===== src/rtl/deinterleaver_pkg.sv =====
// Shared types and constants for the 4-byte block deinterleaver.
package deinterleaver_pkg;

    // One block is four bytes; slot and read indices are 2 bits wide.
    localparam int BLOCK_BYTES = 4;
    localparam int IDX_W       = $clog2(BLOCK_BYTES);

    // Index of the last byte in a block (wr_idx/rd_idx value that ends a phase).
    localparam logic [IDX_W-1:0] LAST_IDX = IDX_W'(BLOCK_BYTES - 1);

    // Two-phase controller: collect a block, then emit it.
    typedef enum logic {
        FILL  = 1'b0,
        DRAIN = 1'b1
    } state_t;

    // A block of bytes; element [0] is the first byte in stream order.
    typedef logic [BLOCK_BYTES-1:0][7:0] block_t;

endpackage


===== src/rtl/deinterleave_map.sv =====
// Pure combinational inverse of the interleaver bit map.
// Output byte b, bit i comes from input byte (i/2), bit 4*(i%2)+b.
// Kept standalone so the same map can check an interleaver by round trip.
module deinterleave_map
    import deinterleaver_pkg::*;
(
    input  block_t in_bytes,
    output block_t out_bytes
);

    // Gather each output bit from its interleaved position.
    always_comb begin
        out_bytes = '0;
        for (int b = 0; b < BLOCK_BYTES; b++) begin
            for (int i = 0; i < 8; i++) begin
                out_bytes[b][i] = in_bytes[i / 2][4 * (i % 2) + b];
            end
        end
    end

endmodule


===== src/rtl/deinterleaver.sv =====
// Block deinterleaver: collects four interleaved bytes, then streams out the
// four recovered bytes in order byte0..byte3.
//
// Handshake: a transfer happens on a rising edge where valid and ready are
// both 1. in_ready is 1 only in FILL and out_valid is 1 only in DRAIN, so the
// two sides never transfer in the same cycle. While out_valid=1 and
// out_ready=0, out_data and out_valid hold. in_valid is ignored in DRAIN.
module deinterleaver
    import deinterleaver_pkg::*;
#(
    parameter int CNT_W = 8
) (
    input  logic             clk,
    input  logic             reset,
    input  logic [7:0]       in_data,
    input  logic             in_valid,
    output logic             in_ready,
    output logic [7:0]       out_data,
    output logic             out_valid,
    input  logic             out_ready,
    output logic [CNT_W-1:0] blk_count,
    output state_t           state_dbg
);

    state_t           state;
    logic [IDX_W-1:0] wr_idx;
    logic [IDX_W-1:0] rd_idx;
    logic             in_ready_q;
    logic             out_valid_q;
    logic [CNT_W-1:0] cnt_q;
    block_t           slots;
    block_t           mapped;
    logic             in_xfer;
    logic             out_xfer;

    assign in_xfer  = in_valid & in_ready_q;
    assign out_xfer = out_valid_q & out_ready;

    // Controller: phase, indices, handshake flags and completed-block count.
    always_ff @(posedge clk) begin
        if (reset) begin
            state       <= FILL;
            wr_idx      <= '0;
            rd_idx      <= '0;
            in_ready_q  <= 1'b1;
            out_valid_q <= 1'b0;
            cnt_q       <= '0;
        end else begin
            case (state)
                FILL: begin
                    if (in_xfer) begin
                        wr_idx <= wr_idx + 1'b1;
                        if (wr_idx == LAST_IDX) begin
                            state       <= DRAIN;
                            in_ready_q  <= 1'b0;
                            out_valid_q <= 1'b1;
                        end
                    end
                end
                DRAIN: begin
                    if (out_xfer) begin
                        rd_idx <= rd_idx + 1'b1;
                        if (rd_idx == LAST_IDX) begin
                            state       <= FILL;
                            in_ready_q  <= 1'b1;
                            out_valid_q <= 1'b0;
                            cnt_q       <= cnt_q + 1'b1;
                        end
                    end
                end
                default: begin
                    state       <= FILL;
                    in_ready_q  <= 1'b1;
                    out_valid_q <= 1'b0;
                end
            endcase
        end
    end

    // Slot storage; contents survive reset since they are always rewritten
    // before being read again.
    always_ff @(posedge clk) begin
        if (!reset && state == FILL && in_xfer) begin
            slots[wr_idx] <= in_data;
        end
    end

    deinterleave_map u_map (
        .in_bytes  (slots),
        .out_bytes (mapped)
    );

    // Output byte selection; forced to zero whenever no byte is offered.
    always_comb begin
        out_data = 8'h00;
        if (out_valid_q) begin
            out_data = mapped[rd_idx];
        end
    end

    assign in_ready  = in_ready_q;
    assign out_valid = out_valid_q;
    assign blk_count = cnt_q;
    assign state_dbg = state;

endmodule


===== config.mk =====
export PLATFORM = sky130hd
export DESIGN_NAME = deinterleaver
export DESIGN_NICKNAME = d
export VERILOG_FILES = /design/src/rtl/deinterleaver_pkg.sv /design/src/rtl/deinterleave_map.sv /design/src/rtl/deinterleaver.sv
export SDC_FILE = /design/constraint.sdc
export NUM_CORES = 1
export LEC_CHECK = 0
export CAP_MARGIN = 10
export CELL_PAD_IN_SITES_DETAIL_PLACEMENT = 1
export CELL_PAD_IN_SITES_GLOBAL_PLACEMENT = 2
export CORE_AREA = 2 2 68 82
export CTS_CLUSTER_DIAMETER = 40
export DETAILED_ROUTE_END_ITERATION = 10
export DIE_AREA = 0 0 70 84
export HOLD_SLACK_MARGIN = 0.03
export PLACE_DENSITY = 0.78
export SLEW_MARGIN = 30
export SYNTH_ARGS = -nofsm -noshare
export SYNTH_HDL_FRONTEND = slang
export SYNTH_SLANG_ARGS = --single-unit

===== constraint.sdc =====
create_clock -name clk -period 4.1 [get_ports clk]
set_input_delay 1.025 -clock clk [delete_from_list [all_inputs] [get_ports clk]]
set_output_delay 1.025 -clock clk [all_outputs]
set_load 0.02 [all_outputs]

**Word-level counts from Yosys, hierarchy flattened**

Index checks and enable logic that the tools add are counted.

- Output and inout bits: 19
- Input port bits: 12
- Logic and storage cells: 54
- Register bits: 47

- Equality and inequality tests: 6
- $add $sub $neg: 3
- Multiplexer cells: 21
- Bitwise gates (word level): 3
- Reductions and logical operators: 8
- Magnitude comparators: 3

Operator list:

| operator | count |
|---|---|
| bitwise mux 32 bit | 1 |
| 2-to-1 mux 8 bit | 3 |
| binary-select mux 8 bit (select 2 bit) | 1 |
| demux 8 bit (select 2 bit) | 1 |
| 2-to-1 mux 1 bit | 12 |
| adder 8 x 1 -> 8 bit, second input constant | 1 |
| less-than comparator 2 x 3 -> 1 bit, second input constant | 2 |
| one-hot mux 1 bit (2 select lines) | 3 |
| adder 2 x 1 -> 2 bit, second input constant | 2 |
| equality test 2 bit, second input constant | 2 |
| != test 2 x 1 -> 1 bit, second input constant | 2 |
| != test 2 bit, second input constant | 2 |
| AND reduction 2 bit | 2 |
| AND reduction 4 bit | 1 |
| logical AND 1 bit | 3 |
| AND reduction 3 bit | 1 |
| bitwise AND 1 bit | 2 |
| greater-or-equal comparator 2 x 1 -> 1 bit, second input constant | 1 |
| logical NOT 1 bit | 1 |
| inverter 1 bit | 1 |

**Depth between registers and ports, before layout**

Gate-level depths: netlist of run 1.

- Word-level depth: 5
- Gate-level depth with buffers: 5
- Gate-level depth less buffers: 4

**Modules after synthesis**

From an unflattened synthesis of run 1, not the netlist that was laid out.

- Cell total of the unflattened synthesis: 160
- Area, all modules: 2158.3 um^2

By module, submodules not included:

| module | area each (um^2) | instances | cells an instance | sequential area each (um^2) |
|---|---|---|---|---|
| deinterleaver | 1918.1 | 1 | 128 | 1261.2 |
| deinterleave_map | 240.2 | 1 | 32 | 0.0 |

**Worst setup path after synthesis of run 1**

Ideal clock, no wire load.

- Path kind: register to output
- From: reg rd_idx[0]
- To: out out_data[0]
- Path slack: 1.770 ns
- Arrival time: 1.305 ns
- Data required time: 3.075 ns
- Path buffers: 1
- Cell stages (with the launch flop): 4
- Cell sequence: dfxtp_1 -> buf_2 -> mux4_2 -> and2_1

- Cells in the longest elaborated chain, start to end: 3

Ends and longest elaborated chain:

| what | line | RTL |
|---|---|---|
| start, declared | deinterleaver.sv:27 | `logic [IDX_W-1:0] rd_idx;` |
| start signal, assigned | deinterleaver.sv:62 | `rd_idx <= rd_idx + 1'b1;` |
| binary-select mux 8 bit (select 2 bit) | deinterleaver.sv:97 | `out_data = mapped[rd_idx];` |
| 2-to-1 mux 8 bit (implied by the code) | deinterleaver.sv:97 |  |
| 2-to-1 mux 8 bit | deinterleaver.sv:96 | `if (out_valid_q) begin` |
| end, declared | deinterleaver.sv:18 | `output logic [7:0] out_data,` |

Every way passes these cells. The select of a mux whose other input is x is not followed.

**Final worst setup path of run 1**

- From: reg rd_idx[0]
- To: out out_data[3]

Same word-level chain as after synthesis.

==> results of run 1 <==
-- area by class of cell --
type                       count  area, sq um
fill                         512         2750
clock buffer                   6         72.6
tap                           62         77.6
timing repair buffer          30          300
sequential                    47         1260
inverter                       4         15.0
multi-input combinational     72          621
clock inverter                 2         60.1
-- logic make-up after synthesis --
kind of cell               after synthesis  share of synthesized area
DFF                                     47                      0.658
and+or+nand+nor                         38                      0.113
AOI/OAI and AO/OA                       14                     0.0483
muxes                                   11                      0.110
buffers and inverters                    9                     0.0189
adders and majority gates                6                     0.0391
xor gates and xnor gates                 3                     0.0137
-- metrics by stage --
| stage | instance area (sq um) | total power [mW] | hold WS (ps) |
|---|---|---|---|
| floorplan | 1920 | 0.554 | 518 |
| global placement | 2270 | 0.577 | 477 |
| detailed placement | 2270 | 0.580 | 490 |
| CTS | 2410 | 0.972 | 502 |
| global route | 2410 | 0.994 | 529 |
| finish | 2410 | 0.963 | 500 |
-- critical path: stages (launching register included) --
cell and delay (ps):
dfxtp_1 730, mux4_2 570, and2_1 160, clkdlybuf4s50_1 530
-- flip-flops by register name, summed over array words and instances (netlist names) --
| signal | count |
|---|---|
| slots | 32 |
| wr_idx | 2 |
| out_valid | 1 |
| rd_idx | 2 |
| in_ready | 1 |
| state_dbg | 1 |
| blk_count | 8 |
-- routing by layer --
| metal | up-vias | GRT usage | share of wire |
|---|---|---|---|
| li1 | 548 | - | - |
| met1 | 560 | 0.148 | 0.40 |
| met2 | 29 | 0.261 | 0.55 |
| met3 | 4 | 0.0399 | 0.049 |
| met4 | 0 | 0.0315 | 0.0088 |
| met5 | - | 0 | 0 |
-- worst min-delay path by stage --
stage,start,endpoint,slack (ps),cells past startpoint
after detailed placement,blk_count[5],blk_count[5],490,2
after floorplan,wr_idx[1],wr_idx[1],520,2
final,blk_count[5],blk_count[5],500,2
after global placement,blk_count[6],blk_count[6],480,2
after global routing,blk_count[5],blk_count[5],530,2
after CTS,blk_count[5],blk_count[5],500,2
-- power by group through the flow --
stage | sequential (mW) | combinational [mW] | clock [mW]
6_report | 0.524 | 0.0441 | 0.395
5_1_grt | 0.526 | 0.0486 | 0.419
4_1_cts | 0.524 | 0.0451 | 0.403
3_5_place_dp | 0.535 | 0.0449 | 0
3_3_place_gp | 0.534 | 0.0427 | 0
2_1_floorplan | 0.534 | 0.0208 | 0
-- cells in the final DEF, fill, tap and decap left out, drive strengths merged, types with 2 or more instances in the layout --
master         instances
or3                    3
nand3                  6
o31ai                  2
bufinv                 2
nand3b                 2
mux2i                  3
ha                     6
a21oi                  5
nand4                  2
edfxtp                32
mux4                   8
and2                  12
or4                    2
clkbuf                 6
xor2                   2
nor2                   7
clkdlybuf4s50         30
inv                    4
o21ai                  3
dfxtp                 15
nand2                  3
a32o                   2
==> impl_results.md, run 1 <==
- Cell accounting for the most synthesized area: edfxtp_1
- Vias per cell: 5.12
- Final Slew Violations: 0
- Top FF cell, synth: edfxtp_1
- Longest Clk Path Bufs: 2
- Top cell type's share of synthesized area: 0.501
- Final HPWL DP: 2.81 mm
- Post-place setup slack: 1060 ps
- VDD IR max: 0.322 mV
- Rows: 29
- Die height: 84 microns
- Internal cell power: 783 uW
- Final period util: 0.808
- Ys async rst share: 0
- FF+latch count, synth: 47
- Total number of vias: 1141
- Placer congestion estimate: 0.691
- Resized cells post-CTS: 0
- R2R Path End: blk_count[6]
- HP Class: reg -> reg
- Worst relative slew slack: 0.584
- Total GRT Usage: 0.137
- Post-synth EDFFs: 32
- RR Startpoint: rd_idx[0]
- Top post-synthesis cells by area: edfxtp_1 50%, dfxtp_1 16%, mux4_2 9.4%
- Clk_skew: 4.26 ps
- PwrDens: 400 mW/mm^2
- Max cap viols: 0
- Worst setup SP type: register
- CTS Hold Bufs: 0
- Share of layout cells above drive strength 1: 0.106
- CP Max Fanout: 10
- Crit path launch: rd_idx[0]
- Leak: 0.812 nW
- Number of global-route vias before repair: 1300
- Path depth of the worst reg2reg path: 4
- Average wire per standard cell: 16.8 microns
- Crit path kind: reg -> out
- Tightest Pin Transition: 623 ps
- R2r setup slk: 1860 ps
- Die area: 0.00588 sq mm
- N_diodes: 0
- Commonest cells post-synth: 32 x edfxtp_1, 15 x dfxtp_1, 12 x and2_1
- Post-Route Utilization: 0.467
- Comb power frac: 0.046
- Post-synthesis cell count: 128
- Distinct cell type count after synthesis: 26
- Status: finished, final reports clean
- RSZ-0062 raised after global routing: no
- Synth warn: 0
- Seq/Total Area, Yosys: 0.658
- Clock sinks: 47
- Critical Path AT: 2290 ps
- Nets: 178
- Critical path capture point type: primary output
- DP Cell Count: 215
- Clock share of power: 0.410
- Critical path endpoint: out_data[3]
- Switching power: 180 uW
- Initial Utilization: 0.372
- DRT iter0 DRCs: 35
- GR Overflow Total: 0
- # IOs: 31
- Sw frac: 0.187
- I/O Buffers: 30
- CTS tree: done
- Most numerous cell in the Yosys netlist: edfxtp_1
- Root Driver: clkbuf_8
- Max Fclk: 302 MHz
- Final hold violations: 0
- Setup violators final: 0
- Syn Nets: 146
- ANT nets after route: 0
- Min Tclk post-route: 3310 ps
- Fin Setup TNS: 0 ps
- H-tree Lvls: 2
- Synthesized area: 0.00192 sq mm
- Req. time, crit path: 3070 ps
- Share of power burned in registers: 0.544
- Post-CTS Setup Inserts: 0
- Core area: 0.00515 sq mm
- Initial antenna violation count: 0
- Final worst slack: 786 ps
- DR pass1 iterations: 3
- Clock transition at path regs: 80 ps
- Mean Syn Cell Area: 15.0 sq um
- Latest clock arrival within the worst-skew pair: 290 ps
- Pin count of the biggest net entering global routing: 17
- Number of CTS-inserted buffers: 5
- First-pass GRT wire length: 6.33 mm
- DR DRC count: 0
- Die Wd: 70 microns
- Final WL: 3.75 mm
- Area Growth Syn to Fin: 25.5%
- Post-Layout Cell Count: 223
Note: power is estimated with default switching activity, not from simulation.
==> inputs of run 2 (changes only) <==
--- a/config.mk
+++ b/config.mk
@@ -8,12 +8,12 @@
 export CAP_MARGIN = 10
 export CELL_PAD_IN_SITES_DETAIL_PLACEMENT = 1
 export CELL_PAD_IN_SITES_GLOBAL_PLACEMENT = 2
-export CORE_AREA = 2 2 68 82
+export CORE_AREA = 2 2 73 89
 export CTS_CLUSTER_DIAMETER = 40
 export DETAILED_ROUTE_END_ITERATION = 10
-export DIE_AREA = 0 0 70 84
+export DIE_AREA = 0 0 75 91
 export HOLD_SLACK_MARGIN = 0.03
-export PLACE_DENSITY = 0.78
+export PLACE_DENSITY = 0.7
 export SLEW_MARGIN = 30
 export SYNTH_ARGS = -nofsm -noshare
 export SYNTH_HDL_FRONTEND = slang
==> constraint.sdc (replaced) <==
create_clock -name clk -period 2.94 [get_ports clk]
set_input_delay 0.735 -clock clk [delete_from_list [all_inputs] [get_ports clk]]
set_output_delay 0.735 -clock clk [all_outputs]
set_load 0.02 [all_outputs]
==> impl_results.md, run 2 (synthesis results as in run 1) <==
- Status: finished, final reports clean
- CTS Hold Bufs: 0 (unchanged)
- Path depth of the worst reg2reg path: 4 (unchanged)
- Final period util: 0.955
- Setup violators final: 0 (unchanged)
- DR pass1 iterations: 4 (+1)
- Fill cell count: 630 (+23%)
- Total GRT Usage: 0.125 (-0.0121)
- Core area: 0.00593 sq mm (+15%)
- Crit path kind: reg -> out
- N_diodes: 0 (unchanged)
- Initial antenna violation count: 0 (unchanged)
- R2R Path End: blk_count[6]
- I/O Buffers: 30 (unchanged)
- Clk_skew: 5.86 ps (+1.60 ps)
- Average wire per standard cell: 16.2 microns (-3.6%)
- RR Startpoint: rd_idx[1]
- Slowest cell delay on critical path: 530 ps (-200 ps)
- Number of CTS-inserted buffers: 5 (unchanged)
- Final hold violations: 0 (unchanged)
- First-pass GRT wire length: 6.52 mm (+3.1%)
- Most flops, register: slots
- HP Class: reg -> reg
- Commonest non-fill, non-tap cells in the layout: 32 x edfxtp_1, 30 x clkdlybuf4s50_1, 15 x dfxtp_1, 12 x and2_1, 8 x mux4_2
- Pwr Total: 1.17 mW (+21%)
- Final HPWL DP: 3.07 mm (+9.5%)
- Clock transition at path regs: 90 ps (about the same)
- R2r setup slk: 800 ps (-1060 ps)
- DR DRC count: 0 (unchanged)
- RSZ-0062 raised after global routing: no
- Area Growth Syn to Fin: 26.0%
- Min Tclk post-route: 2810 ps
- Critical Path AT: 2070 ps (-220 ps)
- Die area: 0.00683 sq mm (+16%)
- Commonest non-fill, non-tap cell in the layout: edfxtp_1
- Post-CTS Setup Inserts: 0 (unchanged)
- Tightest Pin Transition: 468 ps (-155 ps)
- Final Slew Violations: 0 (unchanged)
- Number of global-route vias before repair: 1294 (-0.46%)
- CP Max Fanout: 8 (-2)
- Fin Setup TNS: 0 ps (unchanged)
- Final WL: 3.97 mm (+5.9%)
- Max cap viols: 0 (unchanged)
- ANT nets after route: 0 (unchanged)
- Die Wd: 75 microns (+7.1%)
- Worst setup SP type: register
- Die height: 91 microns (+8.3%)
- CTS tree: done
- Hold path depth: 2 (unchanged)
- H-tree Lvls: 2 (unchanged)
- CP Cell Sequence: buf_12 -> mux4_2 -> and2_1 -> clkdlybuf4s50_1
- CP Buf/Inv Count: 2 (+1)
- # IOs: 31 (unchanged)
- Share of layout cells above drive strength 1: 0.117 (+0.0110)
- Req. time, crit path: 2200 ps (-870 ps)
- Crit path max-delay cell type: clkdlybuf4s50_1
- GR Overflow Total: 0 (unchanged)
- VDD IR max: 0.196 mV (-39%)
- Resized cells post-CTS: 0 (unchanged)
- Pin count of the biggest net entering global routing: 17 (unchanged)
- Worst relative slew slack: 0.687 (+0.103)
- Nets: 180 (+1.1%)
- PwrDens: 484 mW/mm^2 (+21%)
- Longest Clk Path Bufs: 2 (unchanged)
- Max Fclk: 356 MHz
- Max FFs per register: 32 (unchanged)
- Latest clock arrival within the worst-skew pair: 290 ps (about the same)
- DRT iter0 DRCs: 62 (+77%)
- CP top delay family: buffers and inverters
- Vias per cell: 4.82 (-5.9%)
- Hold Crit Start: in_ready
- Rows: 31 (+6.9%)
- Clock sinks: 47 (unchanged)
- Total number of vias: 1180 (+3.4%)
- Leak: 0.802 nW (-1.3%)
- Critical path capture point type: primary output
- Initial Utilization: 0.323 (-0.0491)
- Placer congestion estimate: 0.714 (+3.3%)
- Root Driver: clkbuf_8
- Hold Path End: in_ready
[run 2: power by group]
| part | internal, mW | leakage (nW) | total, mW | switching, mW |
|---|---|---|---|---|
| combinational | 0.0305 | 0.348 | 0.0634 | 0.0329 |
| clock | 0.166 | 0.0418 | 0.375 | 0.209 |
| sequential | 0.723 | 0.412 | 0.731 | 0.00806 |
[run 2: through the flow]
step | cell area (sq um) | instances | utilization | hold WS (ps) | setup slack (ps)
6_report | 2420 | 245 | 0.407 | 511 | 132
5_1_grt | 2420 | 245 | 0.407 | 555 | 24.5
4_1_cts | 2420 | 245 | 0.407 | 520 | 89.4
3_5_place_dp | 2330 | 237 | 0.392 | 506 | 363
3_3_place_gp | 2330 | 237 | 0.392 | 483 | 435
2_1_floorplan | 1920 | 128 | - | 518 | 900
[run 2: layer usage]
metal	track usage	vias to the layer above	part of all wire
li1	-	550	-
met1	0.140	590	0.38
met2	0.230	35	0.56
met3	0.0300	5	0.046
met4	0.0313	0	0.0078
met5	0	-	0
[run 2: how the worst max path moves through the flow]
stage          cells after the start  slack (ps)          end       from
3_5_place_dp                       4         360    slots[21]   in_valid
3_3_place_gp                       4         430     slots[4]   in_valid
6_report                           4         130  out_data[7]  rd_idx[0]
2_1_floorplan                      3         900  out_data[0]  rd_idx[0]
4_1_cts                            4          90  out_data[7]  rd_idx[0]
5_1_grt                            4          20  out_data[4]  rd_idx[0]
[run 2: worst reg2reg max path, delay by kind of cell (launching register included)]
kind | cells | cell delay [ps]
AO/OA/AOI/OAI | 1 | 140
adder cells (fa/ha/maj) | 1 | 290
flip-flops | 1 | 610
AND/OR/NAND/NOR | 2 | 1030
[run 2: area by class of cell]
cell class / instances / area [sq um] / share of cell area
tap: 82 / 103 / 0.0425
inverter: 4 / 15.0 / 0.00621
timing repair buffer: 32 / 328 / 0.136
clock buffer: 5 / 68.8 / 0.0285
sequential: 47 / 1260 / 0.522
clock inverter: 3 / 20.0 / 0.00829
multi-input combinational: 72 / 621 / 0.257
==> inputs of run 3 (changes only) <==
--- a/config.mk
+++ b/config.mk
@@ -5,6 +5,7 @@
 export SDC_FILE = /design/constraint.sdc
 export NUM_CORES = 1
 export LEC_CHECK = 0
+export ABC_CLOCK_PERIOD_IN_PS = 2940
 export CAP_MARGIN = 10
 export CELL_PAD_IN_SITES_DETAIL_PLACEMENT = 1
 export CELL_PAD_IN_SITES_GLOBAL_PLACEMENT = 2
@@ -14,7 +15,6 @@
 export DIE_AREA = 0 0 75 91
 export HOLD_SLACK_MARGIN = 0.03
 export PLACE_DENSITY = 0.7
-export SLEW_MARGIN = 30
 export SYNTH_ARGS = -nofsm -noshare
 export SYNTH_HDL_FRONTEND = slang
 export SYNTH_SLANG_ARGS = --single-unit
==> results of run 3 <==
Final layout, timing and power as in run 2 (identical DEF).
